==> config.mk <==
export PLATFORM = sky130hd
export DESIGN_NAME = csa_acc_seq
export DESIGN_NICKNAME = d
export VERILOG_FILES = /design/src/rtl/csa_acc_seq.sv
export SDC_FILE = /design/constraint.sdc
export NUM_CORES = 1
export LEC_CHECK = 0
export ABC_AREA = 0
export CAP_MARGIN = 20
export CORE_MARGIN = 1.5
export CORE_UTILIZATION = 61
export DETAILED_ROUTE_END_ITERATION = 10
export GPL_TIMING_DRIVEN = 0
export PLACE_DENSITY = 0.83
export REMOVE_ABC_BUFFERS = 1
export SYNTH_ARGS = -nofsm -noshare
export SYNTH_HDL_FRONTEND = slang
export SYNTH_SLANG_ARGS = --single-unit
==> constraint.sdc <==
create_clock -name clk -period 6.83 [get_ports clk]
set_clock_uncertainty 0.15 [all_clocks]
set_input_delay 1.366 -clock clk [delete_from_list [all_inputs] [get_ports clk]]
set_output_delay 1.366 -clock clk [all_outputs]
set_load 0.01 [all_outputs]
==> src/rtl/csa_acc_seq.sv <==
// Sequential signed accumulator: terms are compressed 3:2 into a carry-save pair (S, C),
// resolved once per sum, then held until accepted. Define CSA_ACC_SAT_EN to clamp out_data.
module csa_acc_seq #(
    parameter int DATA_W = 16,
    parameter int ACC_W  = 32,
    parameter int OUT_W  = 24,
    parameter int CNT_W  = 8
) (
    input  logic              clk,
    input  logic              rst,
    input  logic              in_valid,
    output logic              in_ready,
    input  logic [DATA_W-1:0] in_data,
    input  logic              in_last,
    output logic              out_valid,
    input  logic              out_ready,
    output logic [OUT_W-1:0]  out_data,
    output logic [CNT_W-1:0]  out_terms
);

`ifdef CSA_ACC_SAT_EN
    localparam int R_W = ACC_W;
`else
    // Only the low OUT_W bits of the resolved sum are ever observed when truncating.
    localparam int R_W = OUT_W;
`endif

    typedef enum logic [1:0] {IDLE, ACC, RESOLVE, OUT} state_t;

    state_t             state_reg, state_next;
    logic [ACC_W-1:0]   s_reg, s_next;
    logic [ACC_W-1:0]   c_reg, c_next;
    logic [R_W-1:0]     r_reg, r_next;
    logic [CNT_W-1:0]   cnt_reg, cnt_next;
    logic [ACC_W-1:0]   x_ext;
    logic [ACC_W-1:0]   csa_sum;
    logic [ACC_W-1:0]   csa_carry;
    logic               in_fire;

    assign x_ext = ACC_W'($signed(in_data));

    genvar gi;
    generate
        for (gi = 0; gi < ACC_W; gi++) begin : g_sum
            assign csa_sum[gi] = s_reg[gi] ^ c_reg[gi] ^ x_ext[gi];
        end
        // Majority of bit gi-1 lands in bit gi; the top majority bit is shifted out.
        assign csa_carry[0] = 1'b0;
        for (gi = 1; gi < ACC_W; gi++) begin : g_carry
            assign csa_carry[gi] = (s_reg[gi-1] & c_reg[gi-1]) |
                                   (s_reg[gi-1] & x_ext[gi-1]) |
                                   (c_reg[gi-1] & x_ext[gi-1]);
        end
    endgenerate

    assign in_ready  = (state_reg == IDLE) || (state_reg == ACC);
    assign out_valid = (state_reg == OUT);
    assign out_terms = cnt_reg;
    assign in_fire   = in_valid & in_ready;

    always_comb begin
        state_next = state_reg;
        s_next     = s_reg;
        c_next     = c_reg;
        r_next     = r_reg;
        cnt_next   = cnt_reg;
        case (state_reg)
            IDLE: begin
                if (in_fire) begin
                    s_next     = x_ext;
                    c_next     = '0;
                    cnt_next   = CNT_W'(1);
                    state_next = in_last ? RESOLVE : ACC;
                end
            end
            ACC: begin
                if (in_fire) begin
                    s_next     = csa_sum;
                    c_next     = csa_carry;
                    cnt_next   = (&cnt_reg) ? cnt_reg : cnt_reg + CNT_W'(1);
                    state_next = in_last ? RESOLVE : ACC;
                end
            end
            RESOLVE: begin
                r_next     = R_W'(s_reg + c_reg);
                state_next = OUT;
            end
            OUT: begin
                if (out_ready) begin
                    state_next = IDLE;
                end
            end
            default: state_next = IDLE;
        endcase
    end

    always_ff @(posedge clk or posedge rst) begin
        if (rst) begin
            state_reg <= IDLE;
            s_reg     <= '0;
            c_reg     <= '0;
            r_reg     <= '0;
            cnt_reg   <= '0;
        end else begin
            state_reg <= state_next;
            s_reg     <= s_next;
            c_reg     <= c_next;
            r_reg     <= r_next;
            cnt_reg   <= cnt_next;
        end
    end

`ifdef CSA_ACC_SAT_EN
    localparam int HI_W = ACC_W - OUT_W + 1;
    // In range when every bit from the OUT_W sign position upward agrees.
    always_comb begin
        if ((r_reg[ACC_W-1:OUT_W-1] == {HI_W{1'b0}}) ||
            (r_reg[ACC_W-1:OUT_W-1] == {HI_W{1'b1}})) begin
            out_data = r_reg[OUT_W-1:0];
        end else if (r_reg[ACC_W-1]) begin
            out_data = {1'b1, {(OUT_W-1){1'b0}}};
        end else begin
            out_data = {1'b0, {(OUT_W-1){1'b1}}};
        end
    end
`else
    assign out_data = r_reg;
`endif

endmodule

# Word-level counts from Yosys, hierarchy flattened
# Index checks and enable logic that the tools add are counted.
# op_classes
mux,14
mul,0
reduce_logical,8
n_lt_le_gt_ge,0
n_div,0
n_eq_ne,8
bitwise_logic,220
n_addsub,2
shift,0
# ops
cell,n
$mux 32,4
$pmux 32 s2,2
$and 1x1->1,94
$xor 1x1->1,64
$or 1x1->1,62
$add 24x24->24,1
$mux 8,3
$pmux 8 s2,1
$add 8x1->8 const B,1
$reduce_and 8->1,1
$mux 2,3
$ne 2x2->1 const B,3
$pmux 2 s3,1
$eq 2x2->1 const B,2
$ne 2x1->1 const B,2
$reduce_and 4->1,1
$reduce_and 3->1,1
$eq 2x1->1 const B,1
$logic_not 2->1,1
$reduce_and 2->1,1
$reduce_bool 2->1,1
$reduce_or 2->1,1
$logic_or 1x1->1,1
# word_totals
n_memories,0
latchBits,0
mem_bits_ro,0
ramBits,0
word_cells,257
in_bits,21
output_inout_bits,34
ff_bits,98

# Longest topological paths before layout
# Gate-level depths: netlist of run 1.
# logic_depth
word_depth,5
mapped_depth,8
ltp_nobuf,8

# Worst setup path after synthesis of run 1
# Ideal clock, no wire load.
# synth_path
path_type,input -> register
from,in in_data[15]
to,reg s_reg[22]
stages,4
t_required_ns,6.616
path_buffers,0
setup_time_ns,0.064
slack_ns,4.159
arrival_ns,2.457
cell_sequence,inv_1 fa_1 a211oi_1 a21o_1
# synth_between
elab_chain_len,3
elab_cells_between_ends,4
classes_between,mux: 3; bitwise: 1
# synth_rtl
element,line,source
"start, declared",13,"input logic [DATA_W-1:0] in_data,"
$xor 1x1->1,45,assign csa_sum[gi] = s_reg[gi] ^ c_reg[gi] ^ x_ext[gi];
$mux 32,77,if (in_fire) begin
$pmux 32 s2 *,67,case (state_reg)
"end signal, assigned",106,s_reg <= s_next;
"end, declared",31,"logic [ACC_W-1:0] s_reg, s_next;"
# Every way passes the cells marked *; elsewhere a longest branch is shown, timed or not. The select of a mux whose other input is x is not followed.
# A chain may end at the register's enable or synchronous reset.

# Final worst setup path of run 1
# layout_path
from,in in_valid
to,reg cnt_reg[3] (netlist: out_terms[3])
# layout_between
elab_chain_len,3
elab_cells_between_ends,4
classes_between,eq/ne: 2; bitwise: 1; reduce/logical: 1
# layout_rtl
element,line,source
"start, declared",11,"input logic in_valid,"
$and 1x1->1 *,59,assign in_fire = in_valid & in_ready;
$ne 2x2->1 (no source line),n/a,
$reduce_and 4->1 (no source line) *,n/a,
"end signal, assigned",109,cnt_reg <= cnt_next;
"end, declared",34,"logic [CNT_W-1:0] cnt_reg, cnt_next;"
# Every way passes the cells marked *; elsewhere a longest branch is shown, timed or not.

==> summary.md, run 1 <==
| Metric | Value |
|---|---|
| Crit path time final | `3210 ps` |
| Final Hold Viols | `0` |
| Initial antenna violation count | `0` |
| FF-to-FF path depth | `5` |
| # port buffers | `54` |
| Synthesis-to-layout area growth | `17.6%` |
| Crit path required time | `6930 ps` |
| Post-CTS Resized | `0` |
| Commonest cells after routing, fill and taps aside | `nand2_1 (90), dfrtp_1 (81), o21ai_0 (66)` |
| Relative max-transition margin | `38.4%` |
| CP Capture Type | `register` |
| Critical path launch point type | `input port` |
| DR WL/cell | `16.0 um` |
| Yosys cell types | `55` |
| Power per cell area | `504 nW/um^2` |
| Post-synth EDFFs | `0` |
| Maximum fanout along the worst path | `26` |
| Status | `finished clean` |
| First-pass GRT wire length | `20000 um` |
| Root Buffer Master | `clkbuf_8` |
| Worst Hold Path EP | `out_data[1]$_DFFE_PP0N_` |
| Seq/Total Area, Yosys | `39.3%` |
| Worst skew pair latency | `360 ps` |
| Gr ovfl total | `0` |
| RSZ-0062 raised after global routing | `false` |
| Fin Hold WS | `337 ps` |
| FILL cells | `622` |
| Slew at the pin with the worst max-slew slack | `924 ps` |
| Total clock buffers created by CTS | `9` |
| Hold WC Path Type | `reg -> reg` |
| CP arrival | `3310 ps` |
| FF-to-FF End | `out_terms[3]$_DFFE_PP0P_` |
| Max Cap Viol | `0` |
| Vias in the first global route | `4301` |
| Synth warnings | `0` |
| Commonest non-fill, non-tap cell in the layout | `nand2_1` |
| Die ar. | `9020 sq um` |
| Syn Inst Count | `583` |
| Row cnt | `33` |
| Largest net degree at the start of global routing | `57` |
| Top FF cell, synth | `dfrtp_1` |
| Residual DRC | `0` |
| Antenna Nets Post-Route | `0` |
| Die height | `95.0 um` |
| Detailed router's first-iteration violation count | `288` |
| Syn Area/Cell | `8.85 sq um` |
| Overall routing resource usage | `28.6%` |
| Pleak | `2.74 nW` |
| Place WS | `3280 ps` |
| Core Region | `8220 sq um` |
| Clock sink total | `81` |
| Fmax achieved | `0.312 GHz` |
| Drt first pass iters | `5` |
| Hold Path Depth | `2` |
| Worst r2r src | `state_reg[0]$_DFFE_PP0P_` |
| DP HPWL | `8290 um` |
| Ports | `55` |
| Via count | `4424` |
| Synth Register Bits | `81` |
| Post-CTS setup buffer count | `0` |
| Hold buffers post-CTS | `0` |
| Initial Utilization | `62.8%` |
| Multi-input logic area | `2810 sq um` |
| Final nets | `695` |
| Setup TNS | `0 ps` |
| Max-slew violations | `0` |
| Setup violators final | `0` |
| Area of the mapped netlist | `5160 sq um` |
| CTS tree | `done` |
| FF-to-FF setup slack | `4010 ps` |
| Post-synth ARST share | `100%` |
| Die X | `95.0 um` |
| H-tree level count | `3` |
| ANT cells | `0` |
| Seq. cell area | `2030 sq um` |
| Clk slew on worst S/H paths | `80 ps` |
| Hold wc startpoint | `out_data[1]$_DFFE_PP0N_` |
| DR vias/cell | `6.00` |
| RD Place Congestion | `0.930` |
| PnR worst setup slack | `3620 ps` |
| Setup Crit Path Kind | `in -> reg` |
| CTS Buffer Depth | `2` |
| Peak VDD IR | `0.369 mV` |
| Total Wirelength | `11800 um` |
| Tcrit/Tclk final | `47.0%` |
| Layout cells sized above 1 | `5.85%` |
critical path: stages:
cell and delay, ps:
clkdlybuf4s50_1 590, nand2_1 590, a31o_2 480, o31ai_1 280
per-layer routing:
metal	GRT usage [%]	up-vias	wire (um)
met5	0	-	0
met4	7.46	0	175
met3	4.75	17	678
met2	48.1	143	5810
met1	38.6	2173	5120
li1	-	2091	-
cells in the mapped netlist (all sizes together), types with 2 or more instances:
cell,instances,area share (%)
nand2,92,6.7
dfrtp,81,39
o21ai,78,7.7
inv,65,4.7
nor2,38,2.8
a21oi,24,2.3
ha,24,5.8
clkbuf,23,1.7
fa,23,8.9
a211oi,19,3.1
nand3,19,1.8
a21o,13,1.9
xnor2,9,1.5
nor3,8,0.78
o31ai,6,1.1
nand4,5,0.61
o21a,5,0.73
a22oi,4,0.58
and3,4,0.48
nand2b,4,0.48
a211o,3,0.51
a31oi,3,0.36
o21bai,3,0.51
o41ai,3,0.87
a221oi,2,0.34
a31o,2,0.34
and2,2,0.24
mux2i,2,0.39
o311a,2,0.39
o31a,2,0.34
xor2,2,0.34
through the flow:
stage | power [W] | instances | utilization [%] | cell area, sq um
floorplan | 0.00205 | 559 | - | 5070
finish | 0.00306 | 737 | 73.9 | 6070
global placement | 0.00250 | 718 | 69.9 | 5740
CTS | 0.00306 | 737 | 73.9 | 6070
detailed placement | 0.00260 | 721 | 70.9 | 5830
global route | 0.00332 | 737 | 73.9 | 6070
worst max-delay path by stage:
stage	startpoint	to
after floorplan	rst	c_reg[10]$_DFFE_PP0P_
after CTS	in_valid	out_terms[3]$_DFFE_PP0P_
final	in_valid	out_terms[3]$_DFFE_PP0P_
after global routing	in_valid	out_terms[3]$_DFFE_PP0P_
after global placement	rst	out_data[7]$_DFFE_PP0N_
after detailed placement	in_valid	out_terms[3]$_DFFE_PP0P_
kinds of logic after synthesis:
| kind of cell | after synthesis | synth area share, % |
|---|---|---|
| xor+xnor | 11 | 1.87 |
| buf+inv | 89 | 6.50 |
| mux | 3 | 0.606 |
| compound gates | 178 | 22.8 |
| fa+ha+maj | 47 | 14.7 |
| simple gates | 174 | 14.2 |
| flops | 81 | 39.3 |
where the power goes:
part	internal, W	total (W)	switching, W
sequential	0.000696	0.000870	0.000174
clock	0.000253	0.000434	0.000181
combinational	0.000738	0.00176	0.00102
total	0.00169	0.00306	0.00137
area by class of cell:
type                    instances  share of cell area, %
clock inverters                 5                   1.69
flip-flops and latches         81                   33.4
multi-input cells             413                   46.2
well taps                     105                   2.16
clock buffers                  11                   2.33
repair buffers                 57                   10.1
inverters                      65                   4.06
Power figures use the tool's default switching activity.
==> run 2: changes to the inputs <==
CORE_UTILIZATION = 52   (was 61)
PLACE_DENSITY = 0.75   (was 0.83)
clock period = 2.75 ns   (was 6.83 ns; I/O delays follow)
==> run 2 against run 1 <==
  * Non-clock buffer count stayed put
  * Sequential power is 150% higher
  * Die area is 17% higher
  * Total power is 140% higher
  * Worst hold slack worse by 3.1 ps
  * Design area is 0.54% lower
  * Combinational power is 150% higher
  * Largest cell class unchanged
==> summary.md, run 2 (synthesis gave the netlist of run 1 again) <==
| Metric | Value |
|---|---|
| DP Area | `5850 sq um (+0.39%)` |
| Tcrit/Tclk final | `95.9%` |
| Status | `finished clean` |
| Crit path required time | `2870 ps (-4060 ps)` |
| Vias in the first global route | `4231 (-1.6%)` |
| DR vias/cell | `5.58 (-7.1%)` |
| Setup violators final | `0 (unchanged)` |
| Fmax achieved | `0.379 GHz` |
| Max Cap Viol | `0 (unchanged)` |
| Residual DRC | `0 (unchanged)` |
| Critical path launch point type | `register` |
| Crit path time final | `2640 ps` |
| Gr ovfl total | `0 (unchanged)` |
| CP max-delay cell | `fa_1` |
| Setup Crit Path Kind | `reg -> reg` |
| Die height | `103 um (+8.0%)` |
| Via count | `4268 (-3.5%)` |
| Power per cell area | `1210 nW/um^2 (+140%)` |
| Largest net degree at the start of global routing | `52 (-8.8%)` |
| Hold WC Path Type | `reg -> reg` |
| Total Wirelength | `11600 um (-1.3%)` |
| Pwr Total | `0.00733 W (+140%)` |
| CTS tree | `done` |
| Initial Utilization | `53.3% (-9.5 points)` |
| H-tree level count | `3 (unchanged)` |
| Root Buffer Master | `clkbuf_8` |
| Worst path buffer plus inverter count | `0 (-1)` |
| Delay of the slowest critical-path stage | `450 ps (-140 ps)` |
| Final nets | `695 (unchanged)` |
| RD Place Congestion | `0.898 (-3.5%)` |
| Maximum fanout along the worst path | `5 (-81%)` |
| Design Area, Final | `6040 sq um (-0.54%)` |
| Slew at the pin with the worst max-slew slack | `917 ps (-6.95 ps)` |
| Row cnt | `36 (+9.1%)` |
| Max-slew violations | `0 (unchanged)` |
| Layout Utilization | `62.3% (-12 points)` |
| CP top delay family | `compound AO/OA/AOI/OAI gates` |
| Fin Hold WS | `333 ps (-3.10 ps)` |
| Pleak | `2.70 nW (-1.3%)` |
| Worst skew pair latency | `380 ps (+20 ps)` |
| Clock sink total | `81 (unchanged)` |
| Crit path cell chain | `ha_1 > fa_1 > a211oi_2 > nor2_2 > o21ai_2 > o21bai_2 > a31o_1 > a221o_1` |
| Setup TNS | `0 ps (unchanged)` |
| Antenna Nets Post-Route | `0 (unchanged)` |
| Die ar. | `10500 sq um (+17%)` |
| CP arrival | `2760 ps (-550 ps)` |
| Clk slew on worst S/H paths | `100 ps (+20 ps)` |
| Total clock buffers created by CTS | `9 (unchanged)` |
| Post-CTS setup buffer count | `0 (unchanged)` |
| CP Capture Type | `register` |
| Commonest non-fill, non-tap cell in the layout | `nand2_1` |
| CTS Buffer Depth | `2 (unchanged)` |
| Relative max-transition margin | `38.9% (+0.46 points)` |
| DP HPWL | `8310 um (+0.32%)` |
| # port buffers | `54 (unchanged)` |
| Final Hold Viols | `0 (unchanged)` |
| First-pass GRT wire length | `19800 um (-1.1%)` |
| Detailed router's first-iteration violation count | `182 (-37%)` |
| Peak VDD IR | `0.983 mV (+170%)` |
| Layout cells sized above 1 | `6.33% (+0.47 points)` |
| RSZ-0062 raised after global routing | `false` |
| DR WL/cell | `15.2 um (-4.9%)` |
| Commonest cells after routing, fill and taps aside | `nand2_1 (89), dfrtp_1 (81), o21ai_0 (66)` |
| Drt first pass iters | `5 (unchanged)` |
| Ports | `55 (unchanged)` |
| Overall routing resource usage | `24.1% (-4.5 points)` |
| Die X | `103 um (+8.0%)` |
| Initial antenna violation count | `0 (unchanged)` |
| Synthesis-to-layout area growth | `17.0%` |
| Core Region | `9680 sq um (+18%)` |
| ANT cells | `0 (unchanged)` |
-- run 2: changes by cell type in the layout (fill, tap and decap cells not counted), sizes merged --
cell	previous run	this run
bufinv	3	0
clkinvlp	1	2
clkbuf	11	9
inv	65	69
-- run 2: final cells by class --
type                            instances  area, sq um
Inverter                               65          246
Clock buffer                            9          124
Timing Repair Buffer                   57          603
Fill cell                             818         3650
Multi-Input combinational cell        413         2810
Sequential cell                        81         2030
Tap cell                              133          166
Clock inverter                          7         58.8
-- run 2: repair_timing --
action | 4_1_cts | 5_1_grt
hold buffers | 0 | 0
gates cloned | 0 | 0
hold endpoints to repair | 0 | 0
endpoints found under the setup margin | 3 | 1
resized for setup | 1 | 1
-- run 2: stage by stage --
stage	setup WS, ps	instances
finish	113	765
global route	15.3	765
CTS	54.8	765
detailed placement	-66.3	749
global placement	-1710	746
floorplan	-173	559
-- run 2: final timing paths --
path / start / endpoint / slack, ps / cells past startpoint
worst max-delay path: c_reg[1]$_DFFE_PP0P_ / out_data[21]$_DFFE_PP0N_ / 110 / 8
worst min-delay path: out_data[11]$_DFFE_PP0N_ / out_data[11]$_DFFE_PP0N_ / 330 / 2
worst max register to register: c_reg[1]$_DFFE_PP0P_ / out_data[21]$_DFFE_PP0N_ / 110 / 8
worst min register to register: out_data[11]$_DFFE_PP0N_ / out_data[11]$_DFFE_PP0N_ / 330 / 2
max in group asynchronous: rst / c_reg[12]$_DFFE_PP0P_ / 1500 / 3
min in group asynchronous: rst / out_terms[1]$_DFFE_PP0P_ / 360 / 2
-- run 2: where the power goes --
part / switching [W] / internal (W) / total, W
logic: 0.00254 / 0.00181 / 0.00434
registers: 0.000421 / 0.00173 / 0.00215
clock network: 0.000502 / 0.000342 / 0.000844
total: 0.00346 / 0.00388 / 0.00733
-- run 2: worst min-delay path, cell delays in order, from the launching register on --
cell and delay, ps:
dfrtp_1 350, nand2_1 40, o21ai_0 60
-- run 2: metal layers --
layer	part of all wire [%]	GRT usage (%)
met1	47	32.6
met4	1.4	8.43
met5	0	0
met2	48	39.6
met3	4.3	4.14
